**src/rtl/audio_sample_sequencer.sv**
```systemverilog
// Sequences ADC samples through an external IIR filter into a small FIFO
// that is drained by PWM ready strobes; both strobes arrive asynchronously.
module audio_sample_sequencer #(
    parameter int          N            = 10,
    parameter int          FIFO_DEPTH   = 4,
    parameter int          FILT_LAT     = 2,
    parameter logic [15:0] F_DEFAULT    = 16'd1000,
    parameter logic        TYPE_DEFAULT = 1'b0
) (
    input  logic                          clk,
    input  logic                          reset,
    input  logic                          adc_valid,
    input  logic [N-1:0]                  adc_data,
    input  logic                          pwm_ready,
    output logic [N-1:0]                  x_cur,
    output logic [N-1:0]                  x_prev,
    output logic [N-1:0]                  y_prev,
    input  logic [N-1:0]                  filt_out,
    input  logic [15:0]                   cfg_f,
    input  logic                          cfg_type,
    input  logic                          cfg_wr,
    output logic [15:0]                   f_act,
    output logic                          type_act,
    output logic [N-1:0]                  duty,
    output logic [$clog2(FIFO_DEPTH):0]   fifo_level,
    output logic                          busy,
    output logic                          overrun,
    output logic [7:0]                    drop_cnt,
    output logic [7:0]                    underrun_cnt
);

    localparam int AW = $clog2(FIFO_DEPTH);
    localparam int LW = AW + 1;
    localparam int CW = $clog2(FILT_LAT) + 1;
    localparam logic [N-1:0] MID = {1'b1, {(N-1){1'b0}}};

    typedef enum logic [1:0] {IDLE, CAPTURE, SETTLE, WRITE} state_t;

    state_t        state_q, state_d;
    logic [CW-1:0] cnt_q, cnt_d;
    logic          s_meta_q, s_sync_q, s_prev_q;
    logic          p_meta_q, p_sync_q, p_prev_q;
    logic          s_evt, p_evt;
    logic          pending_q, pending_d;
    logic [N-1:0]  x_cur_q, x_cur_d, x_prev_q, x_prev_d, y_prev_q, y_prev_d;
    logic [N-1:0]  duty_q, duty_d;
    logic [15:0]   f_act_q, f_act_d, f_shadow_q, f_shadow_d;
    logic          type_act_q, type_act_d, type_shadow_q, type_shadow_d;
    logic [N-1:0]  fifo_mem_q [FIFO_DEPTH];
    logic [N-1:0]  fifo_mem_d [FIFO_DEPTH];
    logic [AW-1:0] wr_ptr_q, wr_ptr_d, rd_ptr_q, rd_ptr_d;
    logic [LW-1:0] level_q, level_d;
    logic          overrun_q, overrun_d;
    logic [7:0]    drop_cnt_q, drop_cnt_d, underrun_cnt_q, underrun_cnt_d;
    logic          push, pop, full, wr_drop, evt_drop;
    logic [8:0]    drop_sum;

    assign s_evt = s_sync_q & ~s_prev_q;
    assign p_evt = p_sync_q & ~p_prev_q;

    always_ff @(posedge clk) begin
        if (reset) begin
            state_q        <= IDLE;
            cnt_q          <= '0;
            {s_meta_q, s_sync_q, s_prev_q} <= '0;
            {p_meta_q, p_sync_q, p_prev_q} <= '0;
            pending_q      <= 1'b0;
            x_cur_q        <= MID;
            x_prev_q       <= MID;
            y_prev_q       <= MID;
            duty_q         <= MID;
            f_act_q        <= F_DEFAULT;
            f_shadow_q     <= F_DEFAULT;
            type_act_q     <= TYPE_DEFAULT;
            type_shadow_q  <= TYPE_DEFAULT;
            for (int unsigned i = 0; i < FIFO_DEPTH; i++) fifo_mem_q[i] <= '0;
            wr_ptr_q       <= '0;
            rd_ptr_q       <= '0;
            level_q        <= '0;
            overrun_q      <= 1'b0;
            drop_cnt_q     <= '0;
            underrun_cnt_q <= '0;
        end else begin
            state_q        <= state_d;
            cnt_q          <= cnt_d;
            {s_meta_q, s_sync_q, s_prev_q} <= {adc_valid, s_meta_q, s_sync_q};
            {p_meta_q, p_sync_q, p_prev_q} <= {pwm_ready, p_meta_q, p_sync_q};
            pending_q      <= pending_d;
            x_cur_q        <= x_cur_d;
            x_prev_q       <= x_prev_d;
            y_prev_q       <= y_prev_d;
            duty_q         <= duty_d;
            f_act_q        <= f_act_d;
            f_shadow_q     <= f_shadow_d;
            type_act_q     <= type_act_d;
            type_shadow_q  <= type_shadow_d;
            fifo_mem_q     <= fifo_mem_d;
            wr_ptr_q       <= wr_ptr_d;
            rd_ptr_q       <= rd_ptr_d;
            level_q        <= level_d;
            overrun_q      <= overrun_d;
            drop_cnt_q     <= drop_cnt_d;
            underrun_cnt_q <= underrun_cnt_d;
        end
    end

    always_comb begin
        state_d = state_q;
        case (state_q)
            IDLE:    if (s_evt || pending_q) state_d = CAPTURE;
            CAPTURE: state_d = SETTLE;
            SETTLE:  if (cnt_q == CW'(FILT_LAT - 1)) state_d = WRITE;
            WRITE:   state_d = IDLE;
            default: state_d = IDLE;
        endcase
    end

    always_comb begin
        cnt_d          = cnt_q;
        pending_d      = pending_q;
        x_cur_d        = x_cur_q;
        x_prev_d       = x_prev_q;
        y_prev_d       = y_prev_q;
        duty_d         = duty_q;
        f_act_d        = f_act_q;
        type_act_d     = type_act_q;
        f_shadow_d     = f_shadow_q;
        type_shadow_d  = type_shadow_q;
        fifo_mem_d     = fifo_mem_q;
        wr_ptr_d       = wr_ptr_q;
        rd_ptr_d       = rd_ptr_q;
        overrun_d      = overrun_q;
        drop_cnt_d     = drop_cnt_q;
        underrun_cnt_d = underrun_cnt_q;
        push           = 1'b0;
        wr_drop        = 1'b0;
        evt_drop       = 1'b0;
        full           = (level_q == LW'(FIFO_DEPTH));
        pop            = p_evt && (level_q != '0);

        case (state_q)
            // A coincident new event takes over the pending slot, so it stays set.
            IDLE: if (pending_q && !s_evt) pending_d = 1'b0;
            CAPTURE: begin
                x_prev_d   = x_cur_q;
                x_cur_d    = adc_data;
                f_act_d    = f_shadow_q;
                type_act_d = type_shadow_q;
                cnt_d      = '0;
            end
            SETTLE: cnt_d = cnt_q + CW'(1);
            WRITE: begin
                y_prev_d = filt_out;
                if (!full || pop) push = 1'b1;
                else              wr_drop = 1'b1;
            end
            default: ;
        endcase

        if (state_q != IDLE && s_evt) begin
            if (!pending_q) pending_d = 1'b1;
            else            evt_drop  = 1'b1;
        end

        if (cfg_wr) begin
            f_shadow_d    = cfg_f;
            type_shadow_d = cfg_type;
        end

        // Pop sees the pre-push state: an empty FIFO underruns even if a push lands now.
        if (pop) begin
            duty_d   = fifo_mem_q[rd_ptr_q];
            rd_ptr_d = rd_ptr_q + AW'(1);
        end else if (p_evt && underrun_cnt_q != 8'hFF) begin
            underrun_cnt_d = underrun_cnt_q + 8'd1;
        end
        if (push) begin
            fifo_mem_d[wr_ptr_q] = filt_out;
            wr_ptr_d             = wr_ptr_q + AW'(1);
        end
        level_d = level_q + LW'(push) - LW'(pop);

        drop_sum = {1'b0, drop_cnt_q} + 9'(wr_drop) + 9'(evt_drop);
        if (wr_drop || evt_drop) begin
            overrun_d  = 1'b1;
            drop_cnt_d = drop_sum[8] ? 8'hFF : drop_sum[7:0];
        end
    end

    assign x_cur        = x_cur_q;
    assign x_prev       = x_prev_q;
    assign y_prev       = y_prev_q;
    assign duty         = duty_q;
    assign f_act        = f_act_q;
    assign type_act     = type_act_q;
    assign fifo_level   = level_q;
    assign busy         = (state_q != IDLE);
    assign overrun      = overrun_q;
    assign drop_cnt     = drop_cnt_q;
    assign underrun_cnt = underrun_cnt_q;

endmodule
```
**config.mk**
```make
export PLATFORM = sky130hd
export DESIGN_NAME = audio_sample_sequencer
export DESIGN_NICKNAME = d
export VERILOG_FILES = /design/src/rtl/audio_sample_sequencer.sv
export SDC_FILE = /design/constraint.sdc
export NUM_CORES = 1
export LEC_CHECK = 0
export BUFFER_PORTS_ARGS = -buffer_cell sky130_fd_sc_hd__buf_2
export CORE_ASPECT_RATIO = 0.8
export CORE_MARGIN = 4
export CORE_UTILIZATION = 39
export CTS_BUF_LIST = sky130_fd_sc_hd__clkbuf_4
export DETAILED_ROUTE_END_ITERATION = 10
export PLACE_DENSITY = 0.71
export SLEW_MARGIN = 25
export SYNTH_ARGS = -nofsm -noshare
export SYNTH_HDL_FRONTEND = slang
export SYNTH_SLANG_ARGS = --single-unit
```
**constraint.sdc**
```tcl
create_clock -name clk -period 2.85 [get_ports clk]
set_input_delay 0.57 -clock clk [delete_from_list [all_inputs] [get_ports clk]]
set_output_delay 0.57 -clock clk [all_outputs]
set_load 0.005 [all_outputs]
```
# Word level (Yosys, flattened, before mapping)
# Index checks and enable logic that the tools add are counted.
# totals
in_bits,42
word_cells,90
ff_bits,149
# op_classes
n_eq_ne,8
reduce_logical,16
muxes,21
order_cmp,3
n_bitwise,7
n_addsub,8
# ops
cell,n
bitwise mux 40 bit,1
two-way mux 10 bit,3
binary-select mux 10 bit (select 2 bit),1
demux 10 bit (select 2 bit),1
two-way mux 1 bit,10
adder 8 x 1 -> 9 bit,1
adder 9 x 1 -> 9 bit,1
adder 8 x 1 -> 8 bit (second input constant),1
two-way mux 8 bit,1
!= test 8 bit (second input constant),1
case mux 2 bit (4 select lines),1
adder 2 x 1 -> 2 bit (second input constant),3
greater-or-equal comparator 3 bit (second input constant),2
inverter 2 -> 3 bit,2
logical AND 1 bit,5
== test 2 x 1 -> 1 bit (second input constant),2
== test 2 bit (second input constant),2
two-way mux 2 bit,2
!= test 2 bit (second input constant),2
case mux 2 bit (2 select lines),1
AND reduction 2 bit,2
nonzero test 2 bit,2
adder 3 x 1 -> 3 bit,1
== test 3 bit (second input constant),1
8 further kinds,14

# Longest topological paths before layout
# logic_depth
word_depth,9
mapped_depth,13
depth_no_buf,12

# Least setup slack after synthesis
# Ideal clock, no wire load.
# synth_timing
path_kind,register to register
from,"register level_q[2], in the netlist fifo_level[2]"
to,"register level_q[2], in the netlist fifo_level[2]"
t_required_ps,2722
setup_slack_ps,351
setup_ps,128
arrival_ps,2371
path_stages_with_launch,14
period_less_slack_ps,2499
n_path_buf,2
cell_sequence,dfxtp_1 buf_6 or3_4 nand2_1 inv_1 clkbuf_1 ha_1 inv_1 ha_1 inv_1 fa_1 xor2_1 xnor2_1 nor2_1
# synth_via
elab_chain_len,7
word_cells_on_any_way,9
cone_classes,add/sub: 2; eq/ne: 1; mux: 2; reduce/logical: 4
# synth_lines
item,line,source
from (decl),52,"logic [LW-1:0] level_q, level_d;"
from (signal assigned),100,level_q <= level_d;
== test 3 bit / nonzero test 3 bit (equally long branches),"138, 139",
logical NOT 1 bit / logical AND 1 bit (equally long branches),"154, 139",
logical OR 1 bit,154,if (!full || pop) push = 1'b1;
two-way mux 1 bit,154,
two-way mux 1 bit,141,case (state_q)
adder 3 x 1 -> 3 bit,181,level_d = level_q + LW'(push) - LW'(pop);
subtractor 3 x 1 -> 3 bit *,181,
# Mark *: on every way between the ends. The rest lies on a longest branch, timed or not.
# A chain may end at the register's enable or synchronous reset.

# Final worst setup path
# layout_timing
from,register state_q[0]
to,"register drop_cnt_q[4], in the netlist drop_cnt[4]"
# layout_via
elab_chain_len,5
word_cells_on_any_way,9
cone_classes,add/sub: 2; eq/ne: 1; mux: 3; reduce/logical: 3
# layout_lines
item,line,source
from (decl),39,"state_t state_q, state_d;"
from (signal assigned),84,state_q <= state_d;
== test 2 bit / nonzero test 2 bit (equally long branches),"141, 160",
two-way mux 1 bit / logical AND 1 bit (equally long branches),"141, 160",
adder 8 x 1 -> 9 bit / two-way mux 1 bit (equally long branches),"183, 160",
adder 9 x 1 -> 9 bit,183,"drop_sum = {1'b0, drop_cnt_q} + 9'(wr_drop) + 9'(evt_drop);"
two-way mux 8 bit,186,drop_cnt_d = drop_sum[8] ? 8'hFF : drop_sum[7:0];
to (signal assigned),102,drop_cnt_q <= drop_cnt_d;
to (decl),54,"logic [7:0] drop_cnt_q, drop_cnt_d, underrun_cnt_q, underrun_cnt_d;"
# Several ways; a longest one is shown, not always the timed one.

==> summary.txt <==
Placement
  • Pre-CTS WS: 312 ps
  • Final GP Congestion: ~0.76
  • DP Area: about 6700 um^2
  • Post-DP HPWL: 8.40 mm
  • Port Buf Inserts: between 100 and 150

Logic synthesis
  • Syn_nets: 634
  • Async set-reset flop share out of synthesis: 0%
  • Synth unique cells: 46
  • Seq/Total Area, Yosys: 50.1%
  • Cells after synthesis: 578
  • Syn avg cell area: 10.3 um^2
  • Seq cells post-synth: 149
  • Synthesized area: 5950 um^2
  • Post-synth EDFFs: 0
  • Main synth FF type: dfxtp_1
  • Synth warn: 0

Die
  • Die width: 146 um
  • Core footprint: 15000 um^2
  • Starting density of the core: 39.8%
  • Die ar.: 17300 um^2
  • Top-Level Pins: 120
  • Die H: ~120 um
  • Core Rows: 40

Final layout
  • Antenna fix cells: 0
  • NumNets Final: 750
  • Fraction of layout cells with a size suffix above 1: 25.6%
  • Util after Layout: 46.7%
  • Fillers: 1396
  • Synth-to-layout area growth: 17.5%
  • Post-route cell area: around 7000 um^2

Critical path
  • Required time worst endpoint: 3280 ps
  • Reg2Reg Setup Slack: 300 ps
  • Critical Path Source Type: register
  • Crit Path Class: register to register
  • CP max stage cell: fa_1
  • Critical path arrival: 2970 ps
  • CP endpoint kind: register
  • Crit path max-delay family: simple AND/OR/NAND/NOR gates
  • CP Cell Sequence: inv_1 -> ha_1 -> nand4bb_1 -> fa_1 -> nand2b_1 -> or3_1 -> and2_1 -> a311oi_1
  • Max incr delay on CP: about 480 ps
  • Crit path buf inv count: 1
  • Crit-path max FO: 5

Drt
  • Routed Wire Length: about 12 mm
  • DRC Markers: 0
  • Post-route ant nets: 0
  • Vias/cell: 4.87
  • Via count: 4360
  • Starting DRT DRC Count: about 180
  • Avg WL per Cell: 13.8 um
  • First-pass iteration count of the detailed router: 4

STA
  • RSZ-0062 raised after global routing: false
  • Measured slew at the worst slew-check pin: between 700 and 800 ps
  • Final setup viols: 0
  • Fin crit share: slightly below 90%
  • Final Skew: ~18 ps
  • Final hold violation count: 0
  • Setup ws final: 302 ps
  • Slew Limit Fails: 0
  • Relative slew margins: 50.3%
  • Fin crit period: 2550 ps
  • Fmax: roughly 390 MHz
  • Fin Hold WS: 258 ps
  • TNS Setup: 0 ps

GRT
  • Total GRT Usage: 14.4%
  • Largest net degree at the start of global routing: 79
  • Met2 Track Usage GR: 20.1%
  • Overflow after GRT: 0
  • Vias in the first global route: around 4100
  • Initial antenna violation count: 0
  • Grt met1 use: 20.2%
  • First-pass GRT wire length: 20.4 mm
  • Most Used Layer, Global Route: met1
  • GR Util met3: ~6.2%

Flow run
  • Max-Cap Viols: 0

Clock network
  • CTS tree: done
  • # Post-CTS Setup Buffers: 0
  • Num CTS Buffers: 17
  • Clock Latency Late Sink: 520 ps
  • Post-CTS Resized: 0
  • Hold-fix buffers, CTS: 0
  • Clock-pin transition on the worst setup and hold timing paths: 120 ps
  • Clock sink count: 149
  • Htree depth: 4
  • CTS max path bufs: 2
  • Root Driver: clkbuf_4

Run status
  • Status: complete, no violations

Power
  • Worst vdd ir: 0.000338 V
  • P_leak: 0.00284 uW
  • Pwr dens: approximately 620 nW/um^2

Hold path
  • Min-Delay Path Class: input pin to register
==> per-layer routing <==
metal	part of all wire [%]	routed length [um]	up-vias
met3	6.8	839	5
met5	0	0	-
met2	41	5060	104
met4	0.69	85	0
met1	52	6420	2045
li1	-	-	2206
==> per-stage QoR <==
stage / power, uW / std cells
5_1_grt: 4600 / 896
3_5_place_dp: 3150 / 864
4_1_cts: 4410 / 896
3_3_place_gp: 3140 / 864
2_1_floorplan: 2890 / 578
6_report: 4350 / 896
==> power by group <==
group          internal [uW]  leakage [uW]  switching (uW)  total (uW)
clock network            509      0.000145             746        1260
registers               2210       0.00121            81.2        2300
logic                    385       0.00148             414         799
total                   3110       0.00284            1240        4350
==> Yosys cell counts, types with 4 or more instances <==
library cell  number  area (um^2)
a211o_1           15          131
a21oi_1           18         90.1
a31oi_1            8         50.1
buf_2             14         70.1
clkbuf_1          17         63.8
dfxtp_1          149         2980
ha_1              12          150
inv_1             15         56.3
mux2i_1           92          921
mux4_2            10          225
nand2_1           29          109
nand2b_1           4         25.0
nand3_1            5         25.0
nor2_1           110          413
nor2b_1           24          150
o21ai_0            4         20.0
xnor2_1            4         35.0
xor2_1             4         35.0
==> cell families after synthesis <==
logic type	after synthesis	synth area share, %
AO/OA/AOI/OAI	58	6.69
adder cells (fa/ha/maj)	14	3.20
buffers and inverters	51	3.93
flip-flops	149	50.1
AND/OR/NAND/NOR	195	15.4
multiplexers	103	19.5
XOR/XNOR	8	1.18
==> cells in the final DEF, fill, tap and decap left out, types with 5 or more instances in the layout <==
cell and n:
a31oi_1 8, buf_2 118, dfxtp_1 149, clkbuf_4 17, a211o_1 15, clkinv_2 7, buf_4 14, inv_1 15
nand2_1 29, nor2_1 110, mux2i_1 92, a21oi_1 18, nand3_1 5, nor2b_1 24, ha_1 11, mux4_2 10
==> registers in the layout, summed over array words and instances (netlist names) <==
register / count
fifo_mem_q: 40
f_act: 16
f_shadow_q: 16
duty: 10
x_cur: 10
x_prev: 10
y_prev: 10
drop_cnt: 8
underrun_cnt: 8
fifo_level: 3
cnt_q: 2
rd_ptr_q: 2
state_q: 2
wr_ptr_q: 2
overrun: 1
p_meta_q: 1
p_prev_q: 1
p_sync_q: 1
pending_q: 1
s_meta_q: 1
s_prev_q: 1
s_sync_q: 1
type_act: 1
type_shadow_q: 1
==> worst register-to-register path, stage by stage (launching register included) <==
cell and delay (ps):
dfxtp_1 410, inv_1 80, ha_1 210, nand4bb_1 250, fa_1 480, nand2b_1 170, or3_1 430, and2_1 190
a311oi_1 240
==> cell type report <==
type                            count  area (um^2)  share of cell area [%]
Sequential cell                   149         2980                    42.7
Clock buffer                       17          128                    1.83
Inverter                           15         56.3                   0.805
Tap cell                          189          236                    3.38
Timing Repair Buffer              133          716                    10.2
Multi-Input combinational cell    378         2740                    39.1
Clock inverter                     15          139                    1.99
==> final timing paths <==
path,from,endpoint,depth (start not counted)
worst max-delay path,state_q[0],drop_cnt[4],8
worst min-delay path,adc_data[9],x_cur[9],2
worst max register to register,state_q[0],drop_cnt[4],8
worst min register to register,s_meta_q,s_sync_q,1
Power figures use the tool's default switching activity.
